<file path="src/rtl/dma_sched_pkg.sv">
// Shared types and helpers for the DMA read scheduler: FSM states, tag width
// and packed-vector slicing.
package dma_sched_pkg;

    typedef enum logic [1:0] {
        ST_ARB   = 2'd0,
        ST_ISSUE = 2'd1,
        ST_ZCPL  = 2'd2
    } sched_state_t;

    function automatic int tag_bits(input int num_req);
        return (num_req > 1) ? $clog2(num_req) : 1;
    endfunction

    // Low bit of lane idx inside a packed per-requester vector.
    function automatic int slice_lo(input int idx, input int width);
        return idx * width;
    endfunction

endpackage

</file>
<file path="src/rtl/dma_read_scheduler_rr_arbiter.sv">
// Round-robin arbiter: grants the first requester at or after ptr, wrapping
// cyclically, and reports both the one-hot grant and its index.
module rr_arbiter
    import dma_sched_pkg::*;
#(
    parameter  int NumReq  = 4,
    localparam int IdxBits = tag_bits(NumReq)
) (
    input  logic [NumReq-1:0]  req,
    input  logic [IdxBits-1:0] ptr,
    input  logic               en,
    output logic [NumReq-1:0]  grant,
    output logic [IdxBits-1:0] idx,
    output logic               any
);

    logic [NumReq-1:0]  mask;
    logic [NumReq-1:0]  hi;
    logic [IdxBits-1:0] hi_idx;
    logic [IdxBits-1:0] lo_idx;

    always_comb begin
        mask   = '0;
        hi_idx = '0;
        lo_idx = '0;
        for (int k = 0; k < NumReq; k++) begin
            mask[k] = (k >= int'(ptr));
        end
        hi = req & mask;
        // Scan downwards so the lowest set bit wins.
        for (int k = NumReq - 1; k >= 0; k--) begin
            if (hi[k])  hi_idx = IdxBits'(k);
            if (req[k]) lo_idx = IdxBits'(k);
        end
        any   = en && (|req);
        idx   = (|hi) ? hi_idx : lo_idx;
        grant = any ? (NumReq'(1) << idx) : '0;
    end

endmodule

</file>
<file path="src/rtl/dma_read_scheduler.sv">
// Shares one DMA read engine among NumReq requesters: round-robin descriptor
// issue, per-beat owner tagging and per-requester completion pulses.
//
//   state    | meaning
//   ---------+-----------------------------------------------------------
//   ST_ARB   | pick next requester (needs a free tag slot)
//   ST_ISSUE | hold latched descriptor on cfg port until the engine takes it
//   ST_ZCPL  | zero-length descriptor: complete locally, nothing forwarded
module dma_read_scheduler
    import dma_sched_pkg::*;
#(
    parameter  int NumReq     = 4,
    parameter  int AddrBits   = 32,
    parameter  int LengthBits = 16,
    parameter  int TagDepth   = 4,
    localparam int TagBits    = tag_bits(NumReq)
) (
    input  logic                         clk,
    input  logic                         rst_n,
    input  logic [NumReq-1:0]            req_valid,
    output logic [NumReq-1:0]            req_ready,
    input  logic [NumReq*AddrBits-1:0]   req_addr,
    input  logic [NumReq*LengthBits-1:0] req_len,
    output logic                         dma_cfg_valid,
    input  logic                         dma_cfg_ready,
    output logic [AddrBits-1:0]          dma_cfg_addr,
    output logic [LengthBits-1:0]        dma_cfg_len,
    input  logic                         dma_dout_valid,
    input  logic                         dma_dout_ready,
    input  logic                         dma_dout_eof,
    output logic [TagBits-1:0]           dout_tag,
    output logic                         dout_tag_valid,
    output logic [NumReq-1:0]            cpl,
    output logic                         busy
);

    localparam int PtrBits = (TagDepth > 1) ? $clog2(TagDepth) : 1;
    localparam int CntBits = $clog2(TagDepth) + 1;

    sched_state_t          state_q, state_d;
    logic [1:0]            run_q;
    logic [TagBits-1:0]    rr_ptr_q, g_q, grant_idx;
    logic [NumReq-1:0]     grant_oh;
    logic                  grant_any, grant_en;
    logic [AddrBits-1:0]   addr_q, sel_addr;
    logic [LengthBits-1:0] len_q, sel_len;

    logic [TagBits-1:0]    fifo_q [TagDepth];
    logic [PtrBits-1:0]    wr_ptr_q, rd_ptr_q;
    logic [CntBits-1:0]    count_q;
    logic                  fifo_full, fifo_empty, push, pop, eof_hs;

    logic                  drain_v_q;
    logic [TagBits-1:0]    drain_tag_q;
    logic [1:0]            pend_q [NumReq];
    logic [1:0]            pend_d [NumReq];
    logic [NumReq-1:0]     zcpl_vec, drain_vec;

    // Reset is released synchronously: no grant until two clean edges.
    always_ff @(posedge clk or negedge rst_n) begin
        if (!rst_n) run_q <= '0;
        else        run_q <= {run_q[0], 1'b1};
    end

    assign fifo_full  = (count_q == CntBits'(TagDepth));
    assign fifo_empty = (count_q == '0);
    assign grant_en   = (state_q == ST_ARB) && run_q[1] && !fifo_full;

    rr_arbiter #(.NumReq(NumReq)) u_arb (
        .req   (req_valid),
        .ptr   (rr_ptr_q),
        .en    (grant_en),
        .grant (grant_oh),
        .idx   (grant_idx),
        .any   (grant_any)
    );

    assign req_ready = grant_oh;

    always_comb begin
        sel_addr = '0;
        sel_len  = '0;
        for (int i = 0; i < NumReq; i++) begin
            if (grant_idx == TagBits'(i)) begin
                sel_addr = req_addr[slice_lo(i, AddrBits) +: AddrBits];
                sel_len  = req_len[slice_lo(i, LengthBits) +: LengthBits];
            end
        end
    end

    always_comb begin
        state_d       = state_q;
        dma_cfg_valid = 1'b0;
        unique case (state_q)
            ST_ARB:   if (grant_any) state_d = (sel_len == '0) ? ST_ZCPL : ST_ISSUE;
            ST_ISSUE: begin
                dma_cfg_valid = 1'b1;
                if (dma_cfg_ready) state_d = ST_ARB;
            end
            ST_ZCPL:  state_d = ST_ARB;
            default:  state_d = ST_ARB;
        endcase
    end

    always_ff @(posedge clk or negedge rst_n) begin
        if (!rst_n) begin
            state_q  <= ST_ARB;
            rr_ptr_q <= '0;
            g_q      <= '0;
            addr_q   <= '0;
            len_q    <= '0;
        end else begin
            state_q <= state_d;
            if (grant_any) begin
                g_q      <= grant_idx;
                addr_q   <= sel_addr;
                len_q    <= sel_len;
                rr_ptr_q <= (grant_idx == TagBits'(NumReq - 1)) ? '0 : grant_idx + TagBits'(1);
            end
        end
    end

    assign dma_cfg_addr = addr_q;
    assign dma_cfg_len  = len_q;

    assign push   = (state_q == ST_ISSUE) && dma_cfg_ready;
    assign eof_hs = dma_dout_valid && dma_dout_ready && dma_dout_eof;
    assign pop    = eof_hs && !fifo_empty;

    always_ff @(posedge clk or negedge rst_n) begin
        if (!rst_n) begin
            for (int i = 0; i < TagDepth; i++) fifo_q[i] <= '0;
            wr_ptr_q    <= '0;
            rd_ptr_q    <= '0;
            count_q     <= '0;
            drain_v_q   <= 1'b0;
            drain_tag_q <= '0;
        end else begin
            if (push) begin
                fifo_q[wr_ptr_q] <= g_q;
                wr_ptr_q         <= wr_ptr_q + PtrBits'(1);
            end
            if (pop) rd_ptr_q <= rd_ptr_q + PtrBits'(1);
            count_q     <= count_q + CntBits'(push) - CntBits'(pop);
            drain_v_q   <= pop;
            drain_tag_q <= fifo_q[rd_ptr_q];
        end
    end

    assign dout_tag       = fifo_q[rd_ptr_q];
    assign dout_tag_valid = !fifo_empty;
    assign busy           = (state_q != ST_ARB) || !fifo_empty;

    // A requester can owe more than one pulse in a cycle (zero-length and
    // drain completions colliding); the surplus is carried and paid later.
    always_comb begin
        zcpl_vec  = '0;
        drain_vec = '0;
        cpl       = '0;
        pend_d    = pend_q;
        for (int i = 0; i < NumReq; i++) begin
            zcpl_vec[i]  = (state_q == ST_ZCPL) && (g_q == TagBits'(i));
            drain_vec[i] = drain_v_q && (drain_tag_q == TagBits'(i));
            cpl[i]       = zcpl_vec[i] || drain_vec[i] || (pend_q[i] != 2'd0);
            pend_d[i]    = pend_q[i] + {1'b0, zcpl_vec[i]} + {1'b0, drain_vec[i]}
                           - {1'b0, cpl[i]};
        end
    end

    always_ff @(posedge clk or negedge rst_n) begin
        if (!rst_n) begin
            for (int i = 0; i < NumReq; i++) pend_q[i] <= 2'd0;
        end else begin
            pend_q <= pend_d;
        end
    end

`ifndef SYNTHESIS
    eof_without_tag: assert property (@(posedge clk) disable iff (!rst_n)
        !(eof_hs && fifo_empty));
`endif

endmodule

</file>
<file path="config.mk">
export PLATFORM = sky130hd
export DESIGN_NAME = dma_read_scheduler
export DESIGN_NICKNAME = d
export VERILOG_FILES = /design/src/rtl/dma_sched_pkg.sv /design/src/rtl/dma_read_scheduler_rr_arbiter.sv /design/src/rtl/dma_read_scheduler.sv
export SDC_FILE = /design/constraint.sdc
export NUM_CORES = 1
export LEC_CHECK = 0
export ABC_AREA = 1
export BUFFER_PORTS_ARGS = -buffer_cell sky130_fd_sc_hd__buf_2
export CAP_MARGIN = 30
export CORE_MARGIN = 4
export CORE_UTILIZATION = 30
export CTS_CLUSTER_DIAMETER = 100
export DETAILED_ROUTE_END_ITERATION = 12
export GPL_TIMING_DRIVEN = 0
export PLACE_DENSITY = 0.58
export SETUP_SLACK_MARGIN = 0.1
export SLEW_MARGIN = 20
export SYNTH_ARGS = -nofsm -noshare
export SYNTH_HDL_FRONTEND = slang
export SYNTH_SLANG_ARGS = --single-unit
</file>
<file path="constraint.sdc">
create_clock -name clk -period 6.4 [get_ports clk]
set_input_delay 0.32 -clock clk [delete_from_list [all_inputs] [get_ports clk]]
set_output_delay 0.32 -clock clk [all_outputs]
set_load 0.02 [all_outputs]
</file>
==> reports/results.txt <==
Endpoint arrival time on the critical path: 2.68 ns
Ys async rst share: 100.0%
Final number of setup-violating endpoints: 0
Top Ports: 263
Post-synthesis sequential element count: 82
Detailed router's first-iteration violation count: 241
Synth top area cells: sky130_fd_sc_hd__dfrtp_1, sky130_fd_sc_hd__nand2_1, sky130_fd_sc_hd__a21oi_1, sky130_fd_sc_hd__o21ai_1, sky130_fd_sc_hd__nor2_1
Number of hold-slack violations in the final timing report: 2
Highest clock frequency the design can meet: 333.2 MHz
Clk Latency, worst-skew pair: 0.34 ns
Maximum fanout along the worst path: 10
Pin count of the biggest net entering global routing: 45
Cts-stage hold buffer count: 0
Area growth syn-to-layout: 37.34%
Antenna violations before repair: 1
HPWL after detailed placement: 14840 um
Share of layout cells above drive strength 1: 30.69%
Final Slew Violations: 0
Fillcell total: 1813
Library cells used by synthesis: 26
Synth Flop Type: sky130_fd_sc_hd__dfrtp_1
Core area: 0.01658 mm2
Area fraction in compound gates after synthesis: 16.99%
Worst slew margin relative to its limit: 58.69%
Area share of the largest cell type after synthesis: 40.44%
Die Span Y: 138.0 um
Maximum number of buffers from clock root to sink: 2
First drt pass iteration count: 4
Largest clock skew in the final design: 0.008365 ns
Clock-pin slew on the worst setup and hold paths: 0.06 ns
Sequential-to-total area share from yosys stat: 40.44%
Post-synthesis share of cell area spent on and, or, nand and nor gates: 28.19%
Peak ir drop on the vdd network: 199.9 uV
Syn_area_per_cell: 6.969 um2
Overall die width: 138.0 um
Tot Pwr: 3.415 mW
Residual antenna-violating net count after detailed routing: 0
Reported max-cap violation count: 0
Violated checks: hold timing
CTS Root Buffer Type: sky130_fd_sc_hd__clkbuf_16
CP required: 6.08 ns
Number of warnings printed during yosys synthesis: 0
CTS tree: yes
Number of flops mapped to enable cells by yosys: 0
Layout Nets: 1223
Synthesized netlist net count: 949
Most frequent cell after synthesis: sky130_fd_sc_hd__nand2_1
Post-synthesis xor/xnor area fraction: 2.072%
Critical Path Sink Type: output port
Total Neg Setup Slack: 0 ns
Detailed-route DRC error count: 0
Dominant combinational cell family by area after synthesis: simple AND/OR/NAND/NOR gates
Fin crit period: 3.002 ns
Initial Utilization: 30.59%
Number of post-CTS setup repair buffers: 0
Number of gates resized after CTS: 0
Path category of the worst min-delay check: in2async
H-tree levels: 3
Netlist area before placement: 0.005074 mm2
Cell count after synthesis: 728
Vias in the first global route: 5477
GRT Residual Overflow: 0
Routed wire length: 18420 um
Arithmetic-cell share of the synthesized area counting full adders, half adders and majority gates: 5.425%
Die outline area: 0.01906 mm2
GRT Util Overall: 18.78%
CTS buffer count: 9
Global-route wire length before repair: 29080 um
Areal power density over the cells: 490.2 mW/mm2
Num rows: 47
Dominant cell type by area after synthesis: sky130_fd_sc_hd__dfrtp_1
Nature of the critical path startpoint: flip-flop
Worst Hold Slack: -0.006138 ns
Commonest cells in the netlist: sky130_fd_sc_hd__nand2_1, sky130_fd_sc_hd__a21oi_1, sky130_fd_sc_hd__dfrtp_1
Multiplexer fraction of the synthesized cell area: 0%
IO Port Bufs: 262
Clock tree sinks: 82
Static leakage: 3.841 nW
Run status: finished with violations
Average wire per standard cell: 15.00 um
Final period util: 46.90%
Weighted congestion reported at the end of routability-driven placement: 0.8748
Worst Setup Path Type: reg2out
Routed vias: 5532
Detailed-route vias per instance: 4.505
Setup repair after global routing missed its margin: no
Least-Margin Pin Slew: 0.6196 ns
## flip-flops by register name, indices dropped and copies added, names as in the netlist
register,flops
dma_cfg_addr,32
dma_cfg_len,16
fifo_q,8
pend_q,8
count_q,3
drain_tag_q,2
g_q,2
rd_ptr_q,2
rr_ptr_q,2
run_q,2
state_q,2
wr_ptr_q,2
drain_v_q,1
## power breakdown
part,total [mW],internal (mW),switching (mW)
registers,0.903,0.762,0.141
clock network,0.495,0.284,0.211
logic,2.02,0.707,1.31
## cells by family after synthesis
kind of cell / after synthesis
XOR/XNOR: 12
other: 1
AO/OA/AOI/OAI: 168
AND/OR/NAND/NOR: 370
adder cells (fa/ha/maj): 19
buffers and inverters: 76
flip-flops: 82
## path summary, 6_finish.rpt
kind | slack, ns | to | from | cells after the start
setup / recovery | 3.40 | req_ready[2] | rr_ptr_q[1] | 11
hold / removal | -0.006 | dma_cfg_len[0] | rst_n | 1
setup reg to reg | 3.67 | state_q[0] | rr_ptr_q[1] | 17
hold reg to reg | 0.35 | run_q[1] | run_q[0] | 0
max in group asynchronous | 5.77 | dma_cfg_addr[25] | rst_n | 2
min in group clk | 0.18 | dma_cfg_addr[31] | req_addr[127] | 3
## layer usage
| layer | track usage, % | up-vias | part of all wire [%] | routed length, um |
|---|---|---|---|---|
| li1 | - | 2883 | - | - |
| met1 | 23.91 | 2411 | 44 | 8028 |
| met2 | 30.86 | 207 | 46 | 8495 |
| met4 | 6.864 | 0 | 2.5 | 469 |
| met5 | 0 | - | 0 | 0 |
| met3 | 4.903 | 31 | 7.8 | 1429 |
## worst max-delay path, stage by stage, from the launching register on
cell                      delay [ns]
sky130_fd_sc_hd__dfrtp_1        0.32
sky130_fd_sc_hd__inv_1          0.06
sky130_fd_sc_hd__o21ai_0        0.22
sky130_fd_sc_hd__nand2_1        0.09
sky130_fd_sc_hd__o21ai_0        0.31
sky130_fd_sc_hd__inv_1          0.14
sky130_fd_sc_hd__ha_1           0.28
sky130_fd_sc_hd__inv_2          0.12
sky130_fd_sc_hd__buf_2          0.24
sky130_fd_sc_hd__buf_2          0.30
sky130_fd_sc_hd__nor2_1         0.09
sky130_fd_sc_hd__buf_2          0.16
## stage by stage
stage | setup WS (ns) | util [%] | cell area (um2) | cells
6_report | 3.398 | 42.02 | 6968 | 1228
5_1_grt | 3.071 | 42.02 | 6968 | 1228
4_1_cts | 3.345 | 42.00 | 6965 | 1227
3_5_place_dp | 3.638 | 40.30 | 6683 | 1211
3_3_place_gp | 3.617 | 40.16 | 6660 | 1210
2_1_floorplan | 4.206 | - | 5074 | 728
## area by class of cell
| type | instances | area, um2 | area share (%) |
|---|---|---|---|
| plain buffers | 41 | 214.0 | 3.071 |
| diodes | 1 | 2.502 | 0.03591 |
| repair buffers | 263 | 1334 | 19.14 |
| flip-flops and latches | 82 | 2052 | 29.45 |
| well taps | 220 | 275.3 | 3.950 |
| inverters | 35 | 131.4 | 1.885 |
| clock inverters | 4 | 26.28 | 0.3771 |
| multi-input cells | 570 | 2676 | 38.41 |
| clock buffers | 12 | 256.5 | 3.681 |
## layout by cell type (no fill, tap or decap), types with 2 or more instances in the layout
| master | count |
|---|---|
| sky130_fd_sc_hd__nor2_1 | 62 |
| sky130_fd_sc_hd__nand3_1 | 13 |
| sky130_fd_sc_hd__ha_1 | 14 |
| sky130_fd_sc_hd__clkbuf_1 | 12 |
| sky130_fd_sc_hd__o21ai_0 | 22 |
| sky130_fd_sc_hd__inv_1 | 32 |
| sky130_fd_sc_hd__clkbuf_8 | 2 |
| sky130_fd_sc_hd__inv_2 | 3 |
| sky130_fd_sc_hd__clkbuf_16 | 9 |
| sky130_fd_sc_hd__xnor2_1 | 10 |
| sky130_fd_sc_hd__o22ai_1 | 2 |
| sky130_fd_sc_hd__o21ai_1 | 60 |
| sky130_fd_sc_hd__buf_4 | 2 |
| sky130_fd_sc_hd__clkinv_2 | 2 |
| sky130_fd_sc_hd__buf_6 | 4 |
| sky130_fd_sc_hd__xor2_1 | 2 |
| sky130_fd_sc_hd__fa_1 | 5 |
| sky130_fd_sc_hd__nand2_1 | 283 |
| sky130_fd_sc_hd__nor3_1 | 9 |
| sky130_fd_sc_hd__buf_2 | 282 |
| sky130_fd_sc_hd__a21oi_1 | 82 |
| sky130_fd_sc_hd__dfrtp_1 | 82 |
| sky130_fd_sc_hd__buf_1 | 4 |
Note: power is estimated with default switching activity, not from simulation.
